--- config.mk ---
export PLATFORM = sky130hd
export DESIGN_NAME = alsu_issue_ctrl
export DESIGN_NICKNAME = d
export VERILOG_FILES = /design/src/rtl/alsu_issue_ctrl.sv
export SDC_FILE = /design/constraint.sdc
export NUM_CORES = 1
export LEC_CHECK = 0
export CAP_MARGIN = 25
export CORE_MARGIN = 5
export CORE_UTILIZATION = 40
export DETAILED_ROUTE_END_ITERATION = 8
export GPL_TIMING_DRIVEN = 1
export PLACE_DENSITY = 0.73
export SLEW_MARGIN = 20
export SYNTH_ARGS = -nofsm -noshare
export SYNTH_HDL_FRONTEND = slang
export SYNTH_SLANG_ARGS = --single-unit
--- constraint.sdc ---
create_clock -name clk -period 1.4 [get_ports clk]
set_clock_uncertainty 0.1 [all_clocks]
set_input_delay 0.28 -clock clk [delete_from_list [all_inputs] [get_ports clk]]
set_output_delay 0.28 -clock clk [all_outputs]
set_load 0.1 [all_outputs]
--- src/rtl/alsu_issue_ctrl.sv ---
// alsu_issue_ctrl: issue controller for a combinational 4-bit ALSU.
// Accepts a command, reads both operands from a small register file, drives
// the ALSU for one EXEC cycle, writes the result back and holds a response
// until it is consumed. Build macro ALSU_OPCNT_EN adds the op_cnt[7:0]
// handshake counter output.
module alsu_issue_ctrl #(
  parameter int DATA_W = 4,
  parameter int NREG   = 4
) (
  input  logic                     clk,
  input  logic                     rst,
`ifdef ALSU_OPCNT_EN
  output logic [7:0]               op_cnt,
`endif
  input  logic                     cmd_valid,
  output logic                     cmd_ready,
  input  logic [3:0]               cmd_op,
  input  logic [$clog2(NREG)-1:0]  cmd_srca,
  input  logic [$clog2(NREG)-1:0]  cmd_srcb,
  input  logic [$clog2(NREG)-1:0]  cmd_dst,
  input  logic                     cmd_cin,
  input  logic                     ld_valid,
  input  logic [$clog2(NREG)-1:0]  ld_addr,
  input  logic [DATA_W-1:0]        ld_data,
  output logic [DATA_W-1:0]        alsu_a,
  output logic [DATA_W-1:0]        alsu_b,
  output logic [3:0]               alsu_s,
  output logic                     alsu_cin,
  input  logic [DATA_W-1:0]        alsu_f,
  input  logic                     alsu_cout,
  output logic                     rsp_valid,
  input  logic                     rsp_ready,
  output logic [DATA_W-1:0]        rsp_f,
  output logic                     rsp_cout,
  output logic                     rsp_zero,
  output logic                     rsp_err
);

  localparam int AW = $clog2(NREG);

  typedef enum logic [1:0] {
    IDLE = 2'd0,
    EXEC = 2'd1,
    RESP = 2'd2
  } state_t;

  state_t              state_q, state_d;
  logic [3:0]          op_q;
  logic [AW-1:0]       dst_q;
  logic                cin_q;
  logic [DATA_W-1:0]   a_q, b_q;
  logic [DATA_W-1:0]   rsp_f_q;
  logic                rsp_cout_q, rsp_zero_q, rsp_err_q;
  logic [DATA_W-1:0]   rf_rd [NREG];

  logic accept;
  logic in_exec;
  logic op_legal;
  logic wb_en;

  assign accept   = cmd_valid & cmd_ready;
  assign in_exec  = (state_q == EXEC);
  // 1110 and 1111 are the only illegal opcodes
  assign op_legal = ~(&op_q[3:1]);
  assign wb_en    = in_exec & op_legal;

  // State register
  always_ff @(posedge clk or posedge rst) begin
    if (rst) state_q <= IDLE;
    else     state_q <= state_d;
  end

  // Next-state and handshake outputs
  always_comb begin
    state_d   = state_q;
    cmd_ready = 1'b0;
    rsp_valid = 1'b0;
    case (state_q)
      IDLE: begin
        cmd_ready = 1'b1;
        if (cmd_valid) state_d = EXEC;
      end
      EXEC: state_d = RESP;
      RESP: begin
        rsp_valid = 1'b1;
        if (rsp_ready) state_d = IDLE;
      end
      default: state_d = IDLE;
    endcase
  end

  // Register file: one entry per generate slice; EXEC writeback beats a same-edge load
  for (genvar gi = 0; gi < NREG; gi++) begin : g_rf
    logic [DATA_W-1:0] entry_q;
    always_ff @(posedge clk or posedge rst) begin
      if (rst)                                  entry_q <= '0;
      else if (wb_en && (dst_q == AW'(gi)))     entry_q <= alsu_f;
      else if (ld_valid && (ld_addr == AW'(gi))) entry_q <= ld_data;
    end
    assign rf_rd[gi] = entry_q;
  end

  // Latch the command and its operands on accept (operands read pre-edge values)
  always_ff @(posedge clk or posedge rst) begin
    if (rst) begin
      op_q  <= '0;
      dst_q <= '0;
      cin_q <= 1'b0;
      a_q   <= '0;
      b_q   <= '0;
    end else if (accept) begin
      op_q  <= cmd_op;
      dst_q <= cmd_dst;
      cin_q <= cmd_cin;
      a_q   <= rf_rd[cmd_srca];
      b_q   <= rf_rd[cmd_srcb];
    end
  end

  // Capture the ALSU result at the end of EXEC; illegal ops report a forced zero
  always_ff @(posedge clk or posedge rst) begin
    if (rst) begin
      rsp_f_q    <= '0;
      rsp_cout_q <= 1'b0;
      rsp_zero_q <= 1'b0;
      rsp_err_q  <= 1'b0;
    end else if (in_exec) begin
      rsp_f_q    <= op_legal ? alsu_f : '0;
      rsp_cout_q <= op_legal & alsu_cout;
      rsp_zero_q <= op_legal ? (alsu_f == '0) : 1'b1;
      rsp_err_q  <= ~op_legal;
    end
  end

`ifdef ALSU_OPCNT_EN
  logic [7:0] op_cnt_q;

  // Count every consumed response, error responses included; wraps naturally
  always_ff @(posedge clk or posedge rst) begin
    if (rst)                        op_cnt_q <= 8'd0;
    else if (rsp_valid & rsp_ready) op_cnt_q <= op_cnt_q + 8'd1;
  end

  assign op_cnt = op_cnt_q;
`endif

  assign alsu_a   = in_exec ? a_q : '0;
  assign alsu_b   = in_exec ? b_q : '0;
  assign alsu_s   = in_exec ? op_q : 4'd0;
  assign alsu_cin = in_exec & cin_q;

  assign rsp_f    = rsp_f_q;
  assign rsp_cout = rsp_cout_q;
  assign rsp_zero = rsp_zero_q;
  assign rsp_err  = rsp_err_q;

endmodule
==> out/results.tsv, run 1 <==
metric	value	unit
largest net degree at the start of global routing	41	
worst r2r src	state_q[0]	
Yosys reg bits	40	
share of cells above drive strength 1	57.80	%
most common cell after layout, fill and taps aside	dfrtp_1	
crit-path cells	and2b_4, buf_12, and2_4, buf_12	
initial antenna violation count	0	
Antenna Nets Post-Route	0	
slowest stage delay, CP	410	ps
DRT Pass-1 Iters	5	
final wirelength	5042	um
DIE WIDTH	81.54	um
sequential cell area fraction in the yosys report	48.90	%
Pwr Density	2583	mW/mm^2
Die Area	0.006648	mm^2
Ports	49	
Fin Hold WS	235.8	ps
# DRC	0	
Clock Pin Slew Worst Setup and Hold Paths	80	ps
vias per inst	5.135	
Crit. End Element	output port	
outcome	finished, violations left	
Vias	1479	
static leakage	0.001435	uW
PortBufs	48	
final core utilization	65.29	%
Synth cell types	23	
minimum clock period after layout	1814	ps
vias in the first global route	1603	
R2R depth	6	
CP most frequent cell	buf_12	
final worst setup slack	-413.6	ps
syn nets	169	
Slew @ Worst Pin	278.8	ps
CTS buffer count	5	
synthesized instance count	142	
reg-to-reg critical path endpoint	cin_q	
Post-Place Worst Slack	-682.0	ps
RSZ-0062 raised after global routing	yes	
gpl congestion	0.7702	
first-pass GRT wire length	8093	um
Die Y	81.54	um
Synth Warn #	0	
clk buf depth	2	
endpoints failing setup	52	
wire length per cell	17.51	um
worst vdd ir	1.586	mV
clock sinks	40	
core outline area	0.005042	mm^2
Initial Utilization	40.60	%
most frequent cells in the layout	dfrtp_1 (40), mux2_2 (28), buf_12 (24), clkdlybuf4s50_1 (21), mux2_4 (19)	
DP HPWL	3631	um
Crit Path Max Fanout	9	
drt first-iter violations	39	
crit path from	state_q[1]	
synthesized area per cell	14.42	um^2
Slowest cell on crit path	dfrtp_1	
MaxCap Viol Count	0	
Layout Area Growth over Synthesis	60.82	%
critical path class	flop to output port	
Worst R2R Setup Slack	-250	ps
Clock Tree Root	clkbuf_8	
Core Rows	26	
Total Routing Usage GR	16.43	%
period utilisation layout	129.5	%
fillers	358	
H-tree depth	2	
TritonCTS clock tree	yes	
violated checks	negative setup slack	
mapped cell area	0.002047	mm^2
Final Hold Viols	0	
crit path DAT	1430	ps
CTS Hold Buffers Added	0	
Slew Viols, Final	0	
NumNets Final	244	
maximum operating frequency	0.5514	GHz
Worst Path Required	1020	ps
Hold WC Path Type	input port to async pin	
Setup crit end	alsu_cin	
Setup crit start kind	flop	
Worst slew margin	81.36	%
final global-route overflow total	0	
clock latency on the worst-skew pair	290	ps
Ant. Diodes	0	
flip-flops by register name (all words and copies together) (netlist names):
| signal | cells |
|---|---|
| rsp_f | 4 |
| rsp_zero | 1 |
| state_q | 2 |
| a_q | 4 |
| op_q | 4 |
| b_q | 4 |
| dst_q | 2 |
| rsp_cout | 1 |
| cin_q | 1 |
| g_rf.entry_q | 16 |
| rsp_err | 1 |
critical path, delay by kind of cell (launching register included):
| family | cells | cell delay [ps] |
|---|---|---|
| buffers and inverters | 2 | 290 |
| flip-flops | 1 | 410 |
| AND/OR/NAND/NOR | 2 | 450 |
logic make-up (layout without fill, tap and decap cells):
family                 after synthesis  after routing  synth area share, %
multiplexers                        55             55                35.39
AO/OA/AOI/OAI                        7              7                2.628
buffers and inverters                7             82                2.384
AND/OR/NAND/NOR                     33             34                10.70
flip-flops                          40             40                48.90
report_power, final:
group	internal, uW	switching [uW]	total (uW)	leakage [uW]
registers	1740	485	2230	0.000473
clock network	583	395	978	0.0000614
logic	2580	2710	5300	0.000900
cell usage after synthesis:
cell	count	area (um^2)
mux2_2	47	529.3
dfrtp_1	40	1001
and2_1	8	50.05
and2_2	6	45.04
a22o_1	5	43.79
nor2_1	5	18.77
mux4_1	4	105.1
mux4_2	4	90.09
buf_6	3	33.78
nand3_1	3	15.01
clkbuf_1	2	7.510
inv_1	2	7.510
nand3b_1	2	15.01
nand4b_1	2	17.52
a21oi_1	1	5.000
and2_4	1	8.760
and2b_2	1	8.760
nand2b_1	1	6.260
nand4_1	1	6.260
nor3b_2	1	12.51
o21ai_0	1	5.000
or2b_1	1	7.510
or4_1	1	7.510
per-stage QoR:
step | setup TNS, ps | instances | power, uW | area [um^2]
final | -12400 | 288 | 8503 | 3292
after global routing | -14910 | 288 | 8844 | 3292
after CTS | -11260 | 288 | 8501 | 3292
after detailed placement | -16270 | 270 | 7024 | 2969
after global placement | -15020 | 270 | 6883 | 2969
after floorplan | -10050 | 142 | 5313 | 2095
routing by layer:
metal	part of all wire, %	vias to the layer above	GRT usage [%]
met3	4.1	8	3.070
met4	1.4	0	6.419
met1	39	754	18.79
li1	-	682	-
met5	0	-	0
met2	55	35	30.05
how the worst min path moves through the flow:
stage / start / to
after floorplan: rsp_ready / state_q[1]
after global placement: op_q[0] / op_q[0]
after detailed placement: a_q[0] / a_q[0]
after CTS: rst / op_q[1]
after global routing: rst / op_q[1]
final: rst / op_q[1]
final cells by class:
type / instances / area (um^2) / share of cell area, %
clock buffer: 6 / 82.58 / 2.509
sequential: 40 / 1001 / 30.41
inverter: 2 / 11.26 / 0.3421
tap: 70 / 87.58 / 2.661
clock inverter: 2 / 38.79 / 1.178
multi-input combinational: 96 / 1132 / 34.40
timing repair buffer: 72 / 938.4 / 28.51
timing repair:
| item | CTS | global route |
|---|---|---|
| pin swaps | 5 | 1 |
| resized for setup | 41 | 1 |
| buffers inserted | 9 | 1 |
| cloned | 1 | 0 |
| endpoints found under the setup margin | 51 | 53 |
Note: power is estimated with default switching activity, not from simulation.
==> run 2, diff against run 1 <==
Settings changed: SLEW_MARGIN 20 to 10.
==> results of run 2 <==
Same layout as run 1: the final DEF is identical, and so are final timing and power.
